## src/rtl/mdu_iter.sv

```systemverilog
// Iterative RV32M multiply/divide unit with valid/ready handshakes.
// Radix-2 shift-add multiply, restoring divide, one step per cycle.
module mdu_iter #(
    parameter int DATA_WIDTH = 32,
    parameter int OP_WIDTH   = 3,
    parameter int CNT_WIDTH  = $clog2(DATA_WIDTH) + 1
) (
    input  logic                  clk,
    input  logic                  rstn,
    input  logic                  flush,
    input  logic                  in_valid,
    output logic                  in_ready,
    input  logic [OP_WIDTH-1:0]   mdu_op,
    input  logic [DATA_WIDTH-1:0] mdu_src0,
    input  logic [DATA_WIDTH-1:0] mdu_src1,
    output logic                  out_valid,
    input  logic                  out_ready,
    output logic [DATA_WIDTH-1:0] mdu_res
);

    localparam int W = DATA_WIDTH;

    localparam logic [OP_WIDTH-1:0] OP_MUL    = OP_WIDTH'(0);
    localparam logic [OP_WIDTH-1:0] OP_MULH   = OP_WIDTH'(1);
    localparam logic [OP_WIDTH-1:0] OP_MULHSU = OP_WIDTH'(2);
    localparam logic [OP_WIDTH-1:0] OP_MULHU  = OP_WIDTH'(3);
    localparam logic [OP_WIDTH-1:0] OP_DIV    = OP_WIDTH'(4);
    localparam logic [OP_WIDTH-1:0] OP_DIVU   = OP_WIDTH'(5);
    localparam logic [OP_WIDTH-1:0] OP_REM    = OP_WIDTH'(6);

    localparam logic [W-1:0]         MIN_NEG = {1'b1, {(W-1){1'b0}}};
    localparam logic [CNT_WIDTH-1:0] LAST    = CNT_WIDTH'(W - 1);

    typedef enum logic [1:0] {
        IDLE,
        CALC,
        DONE
    } state_t;

    state_t                state;
    logic [OP_WIDTH-1:0]   op_q;
    logic                  neg_q;
    logic [W-1:0]          hi_q;
    logic [W-1:0]          lo_q;
    logic [W-1:0]          opnd_q;
    logic [CNT_WIDTH-1:0]  cnt;

    logic         sgn0;
    logic         sgn1;
    logic         neg_in;
    logic         div_in;
    logic         div0;
    logic         ovf;
    logic         mzero;
    logic         fast;
    logic [W-1:0] mag0;
    logic [W-1:0] mag1;
    logic [W-1:0] fast_res;

    always_comb begin
        div_in = mdu_op[2];
        sgn0   = 1'b0;
        sgn1   = 1'b0;
        unique case (mdu_op)
            OP_MULH, OP_DIV, OP_REM: begin
                sgn0 = mdu_src0[W-1];
                sgn1 = mdu_src1[W-1];
            end
            OP_MULHSU: sgn0 = mdu_src0[W-1];
            default: ;
        endcase
        mag0 = sgn0 ? -mdu_src0 : mdu_src0;
        mag1 = sgn1 ? -mdu_src1 : mdu_src1;
        // remainder follows the dividend, everything else the xor of signs
        neg_in = (div_in && mdu_op[1]) ? sgn0 : (sgn0 ^ sgn1);
        div0   = div_in && (mdu_src1 == '0);
        ovf    = (mdu_op == OP_DIV || mdu_op == OP_REM)
              && (mdu_src0 == MIN_NEG) && (mdu_src1 == '1);
        mzero  = !div_in && (mdu_src0 == '0 || mdu_src1 == '0);
        fast   = div0 || ovf || mzero;
        fast_res = '0;
        unique case (1'b1)
            div0:    fast_res = mdu_op[1] ? mdu_src0 : '1;
            ovf:     fast_res = mdu_op[1] ? '0 : MIN_NEG;
            default: fast_res = '0;
        endcase
    end

    logic [W:0]   add_sum;
    logic [W:0]   div_sh;
    logic [W:0]   div_diff;
    logic [W-1:0] nxt_hi;
    logic [W-1:0] nxt_lo;

    always_comb begin
        add_sum  = {1'b0, hi_q} + (lo_q[0] ? {1'b0, opnd_q} : '0);
        div_sh   = {hi_q, lo_q[W-1]};
        div_diff = div_sh - {1'b0, opnd_q};
        nxt_hi   = hi_q;
        nxt_lo   = lo_q;
        if (op_q[2]) begin
            if (div_diff[W]) begin
                nxt_hi = div_sh[W-1:0];
                nxt_lo = {lo_q[W-2:0], 1'b0};
            end else begin
                nxt_hi = div_diff[W-1:0];
                nxt_lo = {lo_q[W-2:0], 1'b1};
            end
        end else begin
            nxt_hi = add_sum[W:1];
            nxt_lo = {add_sum[0], lo_q[W-1:1]};
        end
    end

    logic [2*W-1:0] prod;
    logic [2*W-1:0] prod_s;
    logic [W-1:0]   quo_s;
    logic [W-1:0]   rem_s;
    logic [W-1:0]   fin_res;

    always_comb begin
        prod   = {nxt_hi, nxt_lo};
        prod_s = neg_q ? -prod : prod;
        quo_s  = neg_q ? -nxt_lo : nxt_lo;
        rem_s  = neg_q ? -nxt_hi : nxt_hi;
        unique case (op_q)
            OP_MUL:                       fin_res = prod_s[W-1:0];
            OP_MULH, OP_MULHSU, OP_MULHU: fin_res = prod_s[2*W-1:W];
            OP_DIV, OP_DIVU:              fin_res = quo_s;
            default:                      fin_res = rem_s;
        endcase
    end

    always_ff @(posedge clk or negedge rstn) begin
        if (!rstn) begin
            state     <= IDLE;
            in_ready  <= 1'b1;
            out_valid <= 1'b0;
            mdu_res   <= '0;
            cnt       <= '0;
            op_q      <= '0;
            neg_q     <= 1'b0;
            hi_q      <= '0;
            lo_q      <= '0;
            opnd_q    <= '0;
        end else if (flush) begin
            state     <= IDLE;
            in_ready  <= 1'b1;
            out_valid <= 1'b0;
            cnt       <= '0;
        end else begin
            unique case (state)
                IDLE: begin
                    if (in_valid) begin
                        op_q     <= mdu_op;
                        neg_q    <= neg_in;
                        cnt      <= '0;
                        hi_q     <= '0;
                        lo_q     <= div_in ? mag0 : mag1;
                        opnd_q   <= div_in ? mag1 : mag0;
                        in_ready <= 1'b0;
                        if (fast) begin
                            state     <= DONE;
                            out_valid <= 1'b1;
                            mdu_res   <= fast_res;
                        end else begin
                            state <= CALC;
                        end
                    end
                end
                CALC: begin
                    hi_q <= nxt_hi;
                    lo_q <= nxt_lo;
                    cnt  <= cnt + 1'b1;
                    if (cnt == LAST) begin
                        state     <= DONE;
                        out_valid <= 1'b1;
                        mdu_res   <= fin_res;
                    end
                end
                DONE: begin
                    if (out_ready) begin
                        state     <= IDLE;
                        out_valid <= 1'b0;
                        in_ready  <= 1'b1;
                    end
                end
                default: state <= IDLE;
            endcase
        end
    end

endmodule

```

## config.mk

```make
export PLATFORM = sky130hd
export DESIGN_NAME = mdu_iter
export DESIGN_NICKNAME = d
export VERILOG_FILES = /design/src/rtl/mdu_iter.sv
export SDC_FILE = /design/constraint.sdc
export NUM_CORES = 1
export LEC_CHECK = 0
export ABC_AREA = 0
export BUFFER_PORTS_ARGS = -buffer_cell sky130_fd_sc_hd__buf_2
export CORE_UTILIZATION = 30
export CTS_CLUSTER_DIAMETER = 50
export DETAILED_ROUTE_END_ITERATION = 12
export PLACE_DENSITY = 0.54
export SLEW_MARGIN = 20
export SYNTH_ARGS = -nofsm -noshare
export SYNTH_HDL_FRONTEND = slang
export SYNTH_SLANG_ARGS = --single-unit
```

## constraint.sdc

```tcl
create_clock -name clk -period 5.1 [get_ports clk]
set_input_delay 0.765 -clock clk [delete_from_list [all_inputs] [get_ports clk]]
set_output_delay 0.765 -clock clk [all_outputs]
set_load 0.02 [all_outputs]
```

==> impl_results.md <==
- Outcome: finished, final reports clean
- Critical Setup Path Class: flop to flop
- Final setup TNS: 0 ns
- Routed len/inst: 23.6 um
- Crit start category: flop
- Total placed cells including tap cells: 3123
- Worst path buffer plus inverter count: 5
- Row count: 85
- Data arrival time of the worst path: 5.26 ns
- Clock buffer depth: 2
- Worst Setup End Kind: flop
- Drt drc: 0
- Pin count of the biggest net entering global routing: 103
- # H-tree levels: 4
- Total gr overflow: 0
- First-pass detailed-route iteration total: 6
- Fmax: 204 MHz
- CTS buffer count: 17
- Initial DRC count: 2041
- Fin. max-slew vios: 0
- VDD IR-drop max: 0.292 mV
- Worst relative slew slack: 28.5%
- Leakage power: 8.26 nW
- Crit path cell chain: buf_4 > buf_4 > and2_1 > ha_1 > nand2_1 > a2111oi_2 > buf_4 > o21ai_0 > a21oi_1 > a2bb2oi_1 > buf_4 > o21ai_0 > a211oi_1 > buf_4 > nand4_1 > nand2_1 > mux2_2 > o21ai_1 > a21oi_1
- Post-route ant nets: 0
- Worst clock skew: 0.0131 ns
- GRT Total Usage: 26.3%
- Final setup viols: 0
- Fin crit share: 96.3%
- CP Data Required Time: 5.45 ns
- Ports: 106
- Post-Layout Inst Area: 19500 sq um
- Avg Cell Area, Syn: 7.19 sq um
- Reg clk slew, reported paths: 0.07 ns
- Worst path slowest cell: a211oi_1
- Register area share after synthesis: 21.7%
- Post-Place Worst Slack: -0.350 ns
- Clock sink count: 142
- Via/cell ratio: 5.90
- Starting Density: 30.4%
- Floorplan core area: 53900 sq um
- Pwr Density: 756 nW/um^2
- Mapped Cells: 2284
- Number of buffers inserted by port buffering: 105
- Hold-fix buffers at CTS: 0
- Synth cell count leaders: 270 x nand2_1, 251 x o21ai_0, 216 x nor2_1, 205 x a21oi_1, 141 x dfrtp_1
- Fillcell total: 5667
- Area Growth Syn to Fin: 18.9%
- Diodes inserted: 0
- Hold crit path type: primary input to asynchronous set/reset pin
- Global-route wire length before repair: 111000 um
- Final Hold Vio Count: 0
- Post-Layout Cell Count: 3158
- Post-synth EDFFs: 0
- WHS: 0.418 ns
- Area leader, netlist: dfrtp_1
- Die area: 55600 sq um
- Share of cells above drive strength 1: 16.5%
- Max Cap Viol: 0
- Period minus WS final: 4.91 ns
- Via count: 18600
- Yosys warnings: 0
- Most common cell in the netlist: nand2_1
- # nets final: 2593
- Later-pin clock latency in the skew report: 0.48 ns
- Die width: 236 um
- Predominant post-synthesis flop cell: dfrtp_1
- Initial antenna violation count: 2
- DIE HEIGHT: 236 um
- Hpwl dp: 58800 um
- Setup WS post-layout: 0.188 ns
- CP max FO: 26
- Largest cells by area after synthesis: dfrtp_1 21%, o21ai_0 7.7%, a21oi_1 6.3%
- CTS tree: done
- Vias in the first global route: 17200
- Slew @ Worst Pin: 1.07 ns
- CP top delay family: compound AO/OA/AOI/OAI gates
- Ys async rst share: 100%
- Final wirelength: 74700 um
- GP Congestion: 1.01
- CTS root buffer: clkbuf_16
- Mapped Nets: 2428
- Mapped Area: 16400 sq um
- Top cell type's share of synthesized area: 21.5%
- Crit-path max cell delay: 0.47 ns
- DP Area: 18700 sq um
- Synthesis-stage register bit count: 142
- Most frequent CP cell: buf_4
- Netlist cell types: 93
-- worst paths after layout --
check                                  startpoint                 endpoint  slack [ns]  depth (start not counted)
setup / recovery              lo_q[0]$_DFFE_PN0P_  mdu_res[19]$_DFFE_PN0P_        0.19                         19
hold / removal                               rstn       cnt[5]$_DFFE_PN0P_        0.42                          1
setup reg to reg              lo_q[0]$_DFFE_PN0P_  mdu_res[19]$_DFFE_PN0P_        0.19                         19
hold reg to reg            mdu_res[2]$_DFFE_PN0P_   mdu_res[2]$_DFFE_PN0P_        0.48                          2
max in group asynchronous                    rstn      op_q[2]$_DFFE_PN0P_        3.73                          2
min in group clk           mdu_res[2]$_DFFE_PN0P_   mdu_res[2]$_DFFE_PN0P_        0.48                          2
-- layout by cell type (no fill, tap or decap), types with 15 or more instances in the layout --
cell	netlist	final
nand4_1	41	41
inv_1	86	86
clkbuf_16	0	17
o211ai_1	37	37
a211oi_1	26	24
a21o_1	30	30
a22o_1	16	16
a21oi_1	205	200
ha_1	70	66
o21ai_0	251	249
nand3_1	41	39
o22ai_1	20	20
nand2_1	270	269
buf_2	17	103
and3_1	20	20
nand2b_1	15	15
a31oi_1	34	33
nor2_1	216	212
dfrtp_1	141	138
mux2i_1	58	57
xnor2_1	108	106
o31ai_1	28	26
and2_1	46	46
nor3_1	56	54
xor2_1	66	66
or3_1	20	18
buf_4	2	171
-- power breakdown --
part / switching [W] / internal, W
logic: 0.00703 / 0.00421
clock network: 0.000584 / 0.000839
registers: 0.000520 / 0.00156
total: 0.00814 / 0.00660
-- per-stage QoR --
stage               util (%)  total power, W
floorplan                  -         0.00839
finish                  36.2          0.0147
CTS                     35.8          0.0143
global route            36.2          0.0156
detailed placement      34.6          0.0128
global placement        34.6          0.0128
-- per-layer routing --
layer / track usage [%] / part of all wire [%] / up-vias
li1: - / - / 8680
met4: 12.1 / 4.5 / 0
met5: 0 / 0 / -
met1: 35.0 / 43 / 8933
met2: 40.6 / 44 / 869
met3: 5.51 / 8.6 / 148
-- what timing repair did --
action,in CTS,in global routing
resized for setup,4,43
setup endpoints to repair,5,20
setup buffers,0,3
pin swaps,0,6
-- layout make-up --
class                   count  area, sq um  share of cell area [%]
clock buffers              21          450                    2.31
clock inverters            11          181                   0.930
inverters                  87          327                    1.67
multi-input cells        1922        12200                    62.7
flip-flops and latches    142         3560                    18.3
well taps                 696          871                    4.46
repair buffers            279         1890                    9.69
-- worst reg2reg max path, stage by stage, from the launching register on --
cell	delay [ns]
dfrtp_1	0.41
buf_4	0.17
buf_4	0.22
and2_1	0.18
ha_1	0.45
nand2_1	0.16
a2111oi_2	0.43
buf_4	0.22
o21ai_0	0.11
a21oi_1	0.28
a2bb2oi_1	0.27
buf_4	0.16
o21ai_0	0.07
a211oi_1	0.47
buf_4	0.21
nand4_1	0.13
nand2_1	0.11
mux2_2	0.35
o21ai_1	0.28
a21oi_1	0.11
-- flip-flops by register name (all words and copies together) (netlist names) --
signal and flops:
cnt 6, in_ready 1, lo_q 32, neg_q 1
state 2, out_valid 1, opnd_q 32, op_q 3
hi_q 32, mdu_res 32
-- kinds of logic after synthesis --
group / Yosys count / share of synthesized area, %
buf+inv: 220 / 5.21
compound gates: 796 / 30.3
simple gates: 808 / 23.5
fa+ha+maj: 72 / 5.58
mux: 72 / 4.50
flops: 142 / 21.7
xor+xnor: 174 / 9.29
No activity file was read; power rests on OpenSTA's default activity.
